$ cat config.mk
export PLATFORM = sky130hd
export DESIGN_NAME = id_ex_stage
export DESIGN_NICKNAME = d
export VERILOG_FILES = /design/src/rtl/id_ex_stage.sv
export SDC_FILE = /design/constraint.sdc
export NUM_CORES = 1
export LEC_CHECK = 0
export CAP_MARGIN = 25
export CORE_AREA = 2 2 143 145
export CTS_CLUSTER_SIZE = 20
export DETAILED_ROUTE_END_ITERATION = 6
export DIE_AREA = 0 0 145 147
export HOLD_SLACK_MARGIN = 0.02
export PLACE_DENSITY = 0.64
export SETUP_SLACK_MARGIN = 0.4
export SLEW_MARGIN = 20
export SYNTH_ARGS = -nofsm -noshare
export SYNTH_HDL_FRONTEND = slang
export SYNTH_SLANG_ARGS = --single-unit
$ cat constraint.sdc
create_clock -name clk -period 7.14 [get_ports clk]
set_input_delay 1.428 -clock clk [delete_from_list [all_inputs] [get_ports clk]]
set_output_delay 1.428 -clock clk [all_outputs]
set_load 0.01 [all_outputs]
$ cat src/rtl/id_ex_stage.sv
// ID/EX pipeline register with load-use hazard detection and a saturating stall counter.
// Optional feature macro: LOAD_USE_STALL_EN enables the hazard/stall logic; without it stall_o and stall_cnt_o are tied 0.
module id_ex_stage (
  input  logic        clk,
  input  logic        reset,
  input  logic        id_valid_i,
  input  logic        alu_src_i,
  input  logic        mem_to_reg_i,
  input  logic        reg_write_i,
  input  logic        mem_read_i,
  input  logic        mem_write_i,
  input  logic        branch_i,
  input  logic [1:0]  alu_op_i,
  input  logic [31:0] pc_i,
  input  logic [31:0] rd1_i,
  input  logic [31:0] rd2_i,
  input  logic [31:0] imm_i,
  input  logic [4:0]  rs1_i,
  input  logic [4:0]  rs2_i,
  input  logic [4:0]  rd_i,
  input  logic [2:0]  funct3_i,
  input  logic [6:0]  funct7_i,
  input  logic        flush_i,
  output logic        ex_alu_src_o,
  output logic        ex_mem_to_reg_o,
  output logic        ex_reg_write_o,
  output logic        ex_mem_read_o,
  output logic        ex_mem_write_o,
  output logic        ex_branch_o,
  output logic [1:0]  ex_alu_op_o,
  output logic [31:0] ex_pc_o,
  output logic [31:0] ex_rd1_o,
  output logic [31:0] ex_rd2_o,
  output logic [31:0] ex_imm_o,
  output logic [4:0]  ex_rs1_o,
  output logic [4:0]  ex_rs2_o,
  output logic [4:0]  ex_rd_o,
  output logic [2:0]  ex_funct3_o,
  output logic [6:0]  ex_funct7_o,
  output logic        ex_valid_o,
  output logic        stall_o,
  output logic [15:0] stall_cnt_o
);

  typedef struct packed {
    logic        alu_src;
    logic        mem_to_reg;
    logic        reg_write;
    logic        mem_read;
    logic        mem_write;
    logic        branch;
    logic [1:0]  alu_op;
    logic [31:0] pc;
    logic [31:0] rd1;
    logic [31:0] rd2;
    logic [31:0] imm;
    logic [4:0]  rs1;
    logic [4:0]  rs2;
    logic [4:0]  rd;
    logic [2:0]  funct3;
    logic [6:0]  funct7;
  } ex_t;

  ex_t  ex_q, ex_d;
  logic ex_valid_q, ex_valid_d;
  logic stall;

`ifdef LOAD_USE_STALL_EN
  logic        hazard;
  logic [15:0] stall_cnt_q, stall_cnt_d;

  // A load in EX whose destination is read by the ID instruction needs one bubble.
  assign hazard = ex_valid_q & ex_q.mem_read & (ex_q.rd != 5'd0) & id_valid_i &
                  ((rs1_i == ex_q.rd) | (rs2_i == ex_q.rd));
  assign stall  = hazard & ~flush_i & ~reset;

  always_comb begin
    stall_cnt_d = stall_cnt_q;
    if (stall && (stall_cnt_q != 16'hFFFF)) stall_cnt_d = stall_cnt_q + 16'd1;
  end

  always_ff @(posedge clk or posedge reset) begin
    if (reset) stall_cnt_q <= 16'd0;
    else       stall_cnt_q <= stall_cnt_d;
  end

  assign stall_cnt_o = stall_cnt_q;
`else
  assign stall       = 1'b0;
  assign stall_cnt_o = 16'd0;
`endif

  assign stall_o = stall;

  // Flush and stall both load a bubble; an invalid ID slot still carries its fields but no control.
  always_comb begin
    ex_d       = '0;
    ex_valid_d = 1'b0;
    if (!flush_i && !stall) begin
      ex_valid_d = id_valid_i;
      ex_d.pc     = pc_i;
      ex_d.rd1    = rd1_i;
      ex_d.rd2    = rd2_i;
      ex_d.imm    = imm_i;
      ex_d.rs1    = rs1_i;
      ex_d.rs2    = rs2_i;
      ex_d.rd     = rd_i;
      ex_d.funct3 = funct3_i;
      ex_d.funct7 = funct7_i;
      if (id_valid_i) begin
        ex_d.alu_src    = alu_src_i;
        ex_d.mem_to_reg = mem_to_reg_i;
        ex_d.reg_write  = reg_write_i;
        ex_d.mem_read   = mem_read_i;
        ex_d.mem_write  = mem_write_i;
        ex_d.branch     = branch_i;
        ex_d.alu_op     = alu_op_i;
      end
    end
  end

  always_ff @(posedge clk or posedge reset) begin
    if (reset) begin
      ex_q       <= '0;
      ex_valid_q <= 1'b0;
    end else begin
      ex_q       <= ex_d;
      ex_valid_q <= ex_valid_d;
    end
  end

  assign ex_alu_src_o    = ex_q.alu_src;
  assign ex_mem_to_reg_o = ex_q.mem_to_reg;
  assign ex_reg_write_o  = ex_q.reg_write;
  assign ex_mem_read_o   = ex_q.mem_read;
  assign ex_mem_write_o  = ex_q.mem_write;
  assign ex_branch_o     = ex_q.branch;
  assign ex_alu_op_o     = ex_q.alu_op;
  assign ex_pc_o         = ex_q.pc;
  assign ex_rd1_o        = ex_q.rd1;
  assign ex_rd2_o        = ex_q.rd2;
  assign ex_imm_o        = ex_q.imm;
  assign ex_rs1_o        = ex_q.rs1;
  assign ex_rs2_o        = ex_q.rs2;
  assign ex_rd_o         = ex_q.rd;
  assign ex_funct3_o     = ex_q.funct3;
  assign ex_funct7_o     = ex_q.funct7;
  assign ex_valid_o      = ex_valid_q;

endmodule

* Word level (Yosys, flattened, before mapping) *
Index checks and enable logic that the tools add are counted.

operators by class
  multiplexer cells = 3

operators by type and width
  operator  number
  $mux 161  1
  $mux 8    1
  $mux 1    1

word-level totals
  flip-flop bits (word level) = 162

* Logic depth before layout (Yosys ltp) *
Gate-level depths: netlist of run 1.

  depth after elaboration = 2
  gate-level depth with buffers = 4
  gate-level depth less buffers = 1

* Least setup slack after synthesis of run 1 *
OpenSTA, ideal clock, no wires.

  kind = input to register
  start point = input port flush_i
  end point = register ex_q (netlist bit ex_rd1_o[10])
  library setup time = 118 ps
  stages = 4
  data required time = 7,022 ps
  path slack = 5,135 ps
  arrival = 1,887 ps
  cells stage by stage = buf_6 -> buf_12 -> buf_12 -> nor2b_4

RTL lines
  element               line  source
  start, declared       23    input logic flush_i,
  end signal, assigned  124   ex_q <= '0;
  end signal, assigned  127   ex_q <= ex_d;
  end, declared         64    ex_t ex_q, ex_d;

==> flow_summary.ini, run 1 <==
[synth]
synth_edf_count = 0
yosysTopAreaCell = dfrtp_1
ys_seq_area_share_pct = 69.71
synthTopCellsByArea = dfrtp_1, nor2b_4, nor2b_1, nor2b_2, buf_12
synth.distinct_cells = 11
synth_compound_area_share_pct = 0
synth-xor-area-share_pct = 0
netlist_area_sq_um = 5816
synth.area.mux_share_pct = 0
yosysMostFrequentCell = dfrtp_1
synthAdderAreaFrac_pct = 0
async_flop_share_pct = 100.0
syn_area_per_cell_sq_um = 16.11
yosys_warnings = 0
synth_top_area_share_pct = 69.71
synth_top_family_by_area = simple AND/OR/NAND/NOR gates
syn_inst = 361
ys_ff_latch = 162
netlist_top_cells_count = dfrtp_1, nor2b_1, nor2b_2, nor2b_4, buf_4
synth-simple-area-share_pct = 24.14
yosys_most_used_dff = dfrtp_1

[layout]
layout-drive-gt1-share_pct = 16.36
antenna_cells = 0
area_delta_synth_final_pct = 68.03
nets = 855

[critical_path]
critPathKind = in2reg
startpoint_type = input port
crit_fanout = 101
crit_chain = clkbuf_8 -> buf_4 -> and3b_1
worstPathRequired_ns = 7.44
critPathArrivalTime_ns = 3.34
cpMaxStageDelayCell = buf_4
path_buf_inv = 2
cp_top_family = buffers and inverters
max_stage_delay_ns = 0.74
end_kind = flop

[timing]
slew_violations = 0
period_share_pct = 42.50
relSlewSlack_pct = 28.19
finalHoldViolations = 0
rsz0062_at_grt = false
period_needed_ns = 3.034
tightest_slew_ns = 1.077
tns_ns = 0
setup_viol = 0
fmax_mhz = 329.6

[global_routing]
antenna_found_initial = 0
grt_pass1_vias = 4128
grt_pass1_wl_um = 23120
grt_max_degree = 102
groute.usage.overall_pct = 14.23
grt_overflow = 0

[routing]
routed_wl_um = 15020
vias = 3746
first_pass_iters = 4
antenna_left = 0
viasPerCell = 3.850
drt_iter0_drc = 108
routedWlPerCell_um = 15.44
drc = 0

[die]
die_x_um = 145
initial_core_util_pct = 29.31
core_area_sq_um = 19840
rows = 52
dieHeight_um = 147
ios = 344
die_area_sq_um = 21320

[power]
leakagePower_nw = 4.306
finalPower_mw = 2.200
p_per_area_nw_per_um2 = 225.1
vdd_ir_drop_max_mv = 0.1477

[place]
dp_hpwl_um = 11130
portBuffers = 326
finalWeightedCongestion = 0.7836

[clock_tree]
cts_resized = 0
cts_made_buffers = 17
postCtsSetupBuffers = 0
htreeDepth = 4
clockBufferDepth = 2
holdBufCountCts = 0
cts_tree = yes
clk_pin_slew_worst_paths_ns = 0.07
cts_sinks = 162
root_buffer = clkbuf_16

[outcome]
outcome = finished, final reports clean

[run]
maxCapViolations = 0

[hold_path]
hold_class = in2async
[cells by family (layout without fill, tap and decap cells)]
| family | after synthesis | in the layout |
|---|---|---|
| simple gates | 162 | 162 |
| other cells | 1 | 17 |
| flops | 162 | 162 |
| buf+inv | 36 | 362 |
[stage by stage]
step / util, % / setup WS [ns] / cells / area (sq um) / hold WS, ns
CTS: 49.10 / 4.003 / 972 / 9744 / 1.530
global route: 49.24 / 4.015 / 973 / 9772 / 1.534
detailed placement: 46.11 / 3.546 / 940 / 9150 / 1.983
floorplan: - / 1.335 / 377 / 5876 / 1.564
finish: 49.24 / 4.106 / 973 / 9772 / 1.511
global placement: 46.11 / 3.641 / 940 / 9150 / 1.982
[final timing paths]
path | endpoint | slack [ns] | cells after the start | start
min in group clk | ex_funct7_o[4] | 1.55 | 2 | funct7_i[4]
hold / removal | ex_rd1_o[23] | 1.51 | 2 | reset
setup / recovery | ex_mem_write_o | 4.11 | 3 | flush_i
max in group asynchronous | ex_pc_o[8] | 4.39 | 4 | reset
[cell type report]
type,count,area [sq um]
Fill cell,1751,10070
Sequential cell,162,4054
Timing Repair Buffer,329,3309
Multi-Input combinational cell,179,1468
Clock buffer,20,446.7
Tap cell,270,337.8
Clock inverter,12,147.6
Inverter,1,8.758
[state kept, by name, indices dropped and copies added (netlist names), 2 cells and up]
signal / cells
ex_rd2_o: 32
ex_imm_o: 32
ex_rs1_o: 5
ex_funct3_o: 3
ex_rd1_o: 32
ex_alu_op_o: 2
ex_rs2_o: 5
ex_pc_o: 32
ex_rd_o: 5
ex_funct7_o: 7
[metal layers]
layer  routed length [um]  global-route usage, %  part of all wire [%]  vias to the layer above
li1                     -                      -                     -                     1713
met1                 5774                  15.89                    38                     1790
met2                 7313                  23.48                    49                      229
met3                 1678                  7.205                    11                       14
met4                  253                  5.248                   1.7                        0
met5                    0                      0                     0                        -
[where the power goes]
part / internal [mW] / leakage (nW) / switching (mW)
sequential: 0.963 / 2.09 / 0.0130
combinational: 0.194 / 1.93 / 0.113
clock: 0.533 / 0.284 / 0.384
[cells in the final DEF (no fill, tap or decap)]
master	instances
clkdlybuf4s50_1	325
dfrtp_1	162
nor2b_1	74
nor2b_2	46
nor2b_4	34
conb_1	17
clkbuf_16	17
and3b_1	8
inv_6	4
clkinv_4	4
clkbuf_8	2
bufinv_16	2
clkbuf_1	2
clkinvlp_4	2
buf_4	2
inv_8	1
buf_16	1
(Power assumes the default switching activity.)
==> inputs of run 2 (changes only) <==
==> constraint.sdc (replaced) <==
create_clock -name clk -period 3.2 [get_ports clk]
set_input_delay 0.64 -clock clk [delete_from_list [all_inputs] [get_ports clk]]
set_output_delay 0.64 -clock clk [all_outputs]
set_load 0.01 [all_outputs]
==> run 2 against run 1 <==
Cell count increased by 0.41%. Largest cell class unchanged. Combinational power up 120%. Highest routed layer unchanged. Utilization is 0.26 points higher. Clock power is 120% higher. Final area increased by 0.54%.
==> flow_summary.ini, run 2 (synthesis results as in run 1) <==
[outcome]
outcome = finished, final reports clean

[clock_tree]
clk_pin_slew_worst_paths_ns = 0.06
postCtsSetupBuffers = 0
cts_made_buffers = 17
holdBufCountCts = 0
cts_resized = 0
htreeDepth = 4
cts_tree = yes
clockBufferDepth = 2
root_buffer = clkbuf_16
cts_sinks = 162

[critical_path]
startpoint_type = flop
critPathKind = reg2out
critPathArrivalTime_ns = 1.33
end_kind = output port
cpMaxStageDelayCell = clkdlybuf4s50_1
max_stage_delay_ns = 0.56
worstPathRequired_ns = 2.56
cp_top_family = buffers and inverters
crit_fanout = 1
path_buf_inv = 1
crit_chain = clkdlybuf4s50_1

[timing]
fmax_mhz = 508.9
whs_ns = 0.6091
setup_viol = 0
rsz0062_at_grt = false
relSlewSlack_pct = 47.65
tightest_slew_ns = 0.7853
period_share_pct = 61.41
slew_violations = 0
period_needed_ns = 1.965
tns_ns = 0
finalHoldViolations = 0

[layout]
final_util_pct = 49.51
nets = 860
layout_common_cells = clkdlybuf4s50_1, dfrtp_1, nor2b_1
antenna_cells = 0
area_delta_synth_final_pct = 68.93
mostFrequentLayoutCell = clkdlybuf4s50_1
layout-drive-gt1-share_pct = 17.11

[routing]
first_pass_iters = 4
drt_iter0_drc = 82
routed_wl_um = 14560
routedWlPerCell_um = 14.90
drc = 0
vias = 3764
viasPerCell = 3.853
antenna_left = 0

[die]
ios = 344
die_area_sq_um = 21320
rows = 52
dieHeight_um = 147
initial_core_util_pct = 29.31
die_x_um = 145
core_area_sq_um = 19840

[power]
vdd_ir_drop_max_mv = 0.3256
leakagePower_nw = 4.319
p_per_area_nw_per_um2 = 498.2

[place]
finalWeightedCongestion = 0.7461
portBuffers = 326
dp_hpwl_um = 10970

[global_routing]
grt_overflow = 0
grt_max_degree = 83
groute.usage.overall_pct = 13.85
grt_pass1_vias = 4150
antenna_found_initial = 0
grt_pass1_wl_um = 22640

[run]
maxCapViolations = 0

[hold_path]
hold_class = in2async
==> run 2: cell count changes in the layout (fill, tap and decap cells not counted), sizes merged <==
cell	change
clkinv	-3
clkbuf	-2
clkinvlp	+5
buf	+5
inv	-1
==> run 2: stage by stage <==
| step | setup slack [ns] | std cells | cell area [sq um] | total power, mW |
|---|---|---|---|---|
| floorplan | 0.5032 | 377 | 5879 | 2.492 |
| global placement | 1.342 | 946 | 9231 | 2.909 |
| detailed placement | 1.309 | 946 | 9231 | 2.918 |
| CTS | 1.192 | 977 | 9824 | 4.979 |
| global route | 1.173 | 977 | 9824 | 5.114 |
| finish | 1.235 | 977 | 9824 | 4.894 |
==> run 2: final timing paths <==
path,from,endpoint,depth (start not counted)
min in group clk,rd2_i[9],ex_rd2_o[9],2
setup / recovery,ex_rd1_o[23],ex_rd1_o[23],1
max in group asynchronous,reset,ex_rd2_o[29],3
hold / removal,reset,ex_rd2_o[18],2
==> run 2: final cells by class <==
type,instances,area [sq um]
clock buffers,18,439.2
clock inverters,13,153.9
fillers,1739,10020
inverters,1,7.507
flip-flops and latches,162,4054
multi-input cells,179,1468
repair buffers,334,3364
well taps,270,337.8
==> run 2: per-layer routing <==
metal | global-route usage, % | vias up | share of wire, %
met5 | 0 | - | 0
met4 | 4.950 | 0 | 1.7
met3 | 7.298 | 17 | 11
met2 | 23.10 | 230 | 49
met1 | 15.13 | 1795 | 38
li1 | - | 1722 | -
==> run 2: where the power goes <==
part	switching, mW	internal [mW]
sequential	0.0288	2.15
clock	0.845	1.18
combinational	0.252	0.437
==> inputs of run 3 (changes only) <==
==> constraint.sdc (replaced) <==
create_clock -name clk -period 1.9 [get_ports clk]
set_input_delay 0.38 -clock clk [delete_from_list [all_inputs] [get_ports clk]]
set_output_delay 0.38 -clock clk [all_outputs]
set_load 0.01 [all_outputs]
==> run 3 against run 2 <==
Global-route usage rose by 0.27 points. Flip-flop and latch count stayed put. Total power up 62%. Via count is 0.93% higher. Critical endpoint is now ex_imm_o[28]. Sequential power up 68%. Combinational power increased by 52%. Clock power grew 59%. Non-clock buffer count is 2 higher. Hold slack worse by 0.25 ns. Cell count increased by 0.31%.
==> flow_summary.ini, run 3 (synthesis results as in run 1) <==
[timing]
slew_violations = 0
whs_ns = 0.3628
finalHoldViolations = 0
period_needed_ns = 1.449
fmax_mhz = 690.4
rsz0062_at_grt = false
setup_viol = 0
setup_ws_ns = 0.4515
tns_ns = 0
period_share_pct = 76.24

[global_routing]
grt_overflow = 0
met3_usage_pct = 6.863
grt_pass1_wl_um = 23160
met2_usage_pct = 24.05
groute.usage.overall_pct = 14.12
grt_max_degree = 84
gr-usage-met1_pct = 14.99
antenna_found_initial = 0
grt_pass1_vias = 4245
grt_busiest_layer = met2

[clock_tree]
clk_pin_slew_worst_paths_ns = 0.07
root_buffer = clkbuf_16
htreeDepth = 4
cts_made_buffers = 17
cts_sinks = 162
cts_tree = yes
clockBufferDepth = 2

[layout]
antenna_cells = 0
mostFrequentLayoutCell = clkdlybuf4s50_1
final_util_pct = 48.58
stdcell_count = 980
area_delta_synth_final_pct = 65.77
nets = 862
layout_common_cells = clkdlybuf4s50_1, dfrtp_1, dlygate4sd2_1
layout-drive-gt1-share_pct = 17.18
final_area_sq_um = 9641

[power]
comb_power_share_pct = 13.2
p_int_mw = 6.064
clkPwrFrac_pct = 40.7
vdd_ir_drop_max_mv = 0.5474
swShare_pct = 23.57
leakagePower_nw = 4.815
p_per_area_nw_per_um2 = 823.0
power_frac_seq_pct = 46.1
finalPower_mw = 7.934
power.switching_mw = 1.870

[routing]
viasPerCell = 3.877
antenna_left = 0
first_pass_iters = 4
drc = 0
drt_iter0_drc = 47
routedWlPerCell_um = 14.97
routed_wl_um = 14670
vias = 3799

[critical_path]
crit_chain = dlygate4sd2_1
path_buf_inv = 1
worstPathRequired_ns = 1.52
crit_fanout = 1
cpMaxStageDelayCell = dfrtp_1
critPathKind = reg2out
critPathArrivalTime_ns = 1.07
max_stage_delay_ns = 0.37
startpoint_type = flop
cp_top_family = flip-flops
end_kind = output port

[die]
initial_core_util_pct = 29.31
dieHeight_um = 147
rows = 52
die_area_sq_um = 21320
core_area_sq_um = 19840
ios = 344
die_x_um = 145

[place]
dp.cells = 948
dp_hpwl_um = 11220
dp_slack_ns = 0.5422
finalWeightedCongestion = 0.7640
placed_area_sq_um = 9271
portBuffers = 326

[hold_path]
hold_class = in2reg

[run]
maxCapViolations = 0

[outcome]
outcome = finished, final reports clean
==> run 3: timing repair <==
item                       4_1_cts  5_1_grt
setup buffers                    0        0
hold buffers                     0        0
setup endpoints to repair      162        9
gates resized for setup        163        9
==> run 3: final timing paths <==
check	from	to	slack, ns	cells after the start
max in group asynchronous	reset	ex_rd2_o[27]	1.07	3
min in group asynchronous	reset	ex_imm_o[8]	0.46	3
worst max-delay path	ex_imm_o[28]	ex_imm_o[28]	0.45	1
worst min-delay path	flush_i	ex_pc_o[23]	0.36	2
==> run 3: layer usage <==
layer / routed length, um / vias to the layer above
met1: 5480 / 1814
met5: 0 / -
met3: 1581 / 23
met4: 367 / 0
met2: 7236 / 235
li1: - / 1727
==> run 3: cell type report <==
cell class	instances	area (sq um)
clock buffer	19	432.9
clock inverter	13	126.4
fill	1806	10200
inverter	1	7.507
multi-input combinational	179	1468
sequential	162	4054
tap	270	337.8
timing repair buffer	336	3214
==> run 3: power groups by stage <==
stage          registers [mW]  clock network, mW  logic (mW)
6_report                 3.66               3.23        1.05
5_1_grt                  3.68               3.52        1.13
2_1_floorplan            3.83                  0       0.370
3_3_place_gp             3.73                  0        1.18
3_5_place_dp             3.73                  0        1.19
4_1_cts                  3.66               3.35        1.07
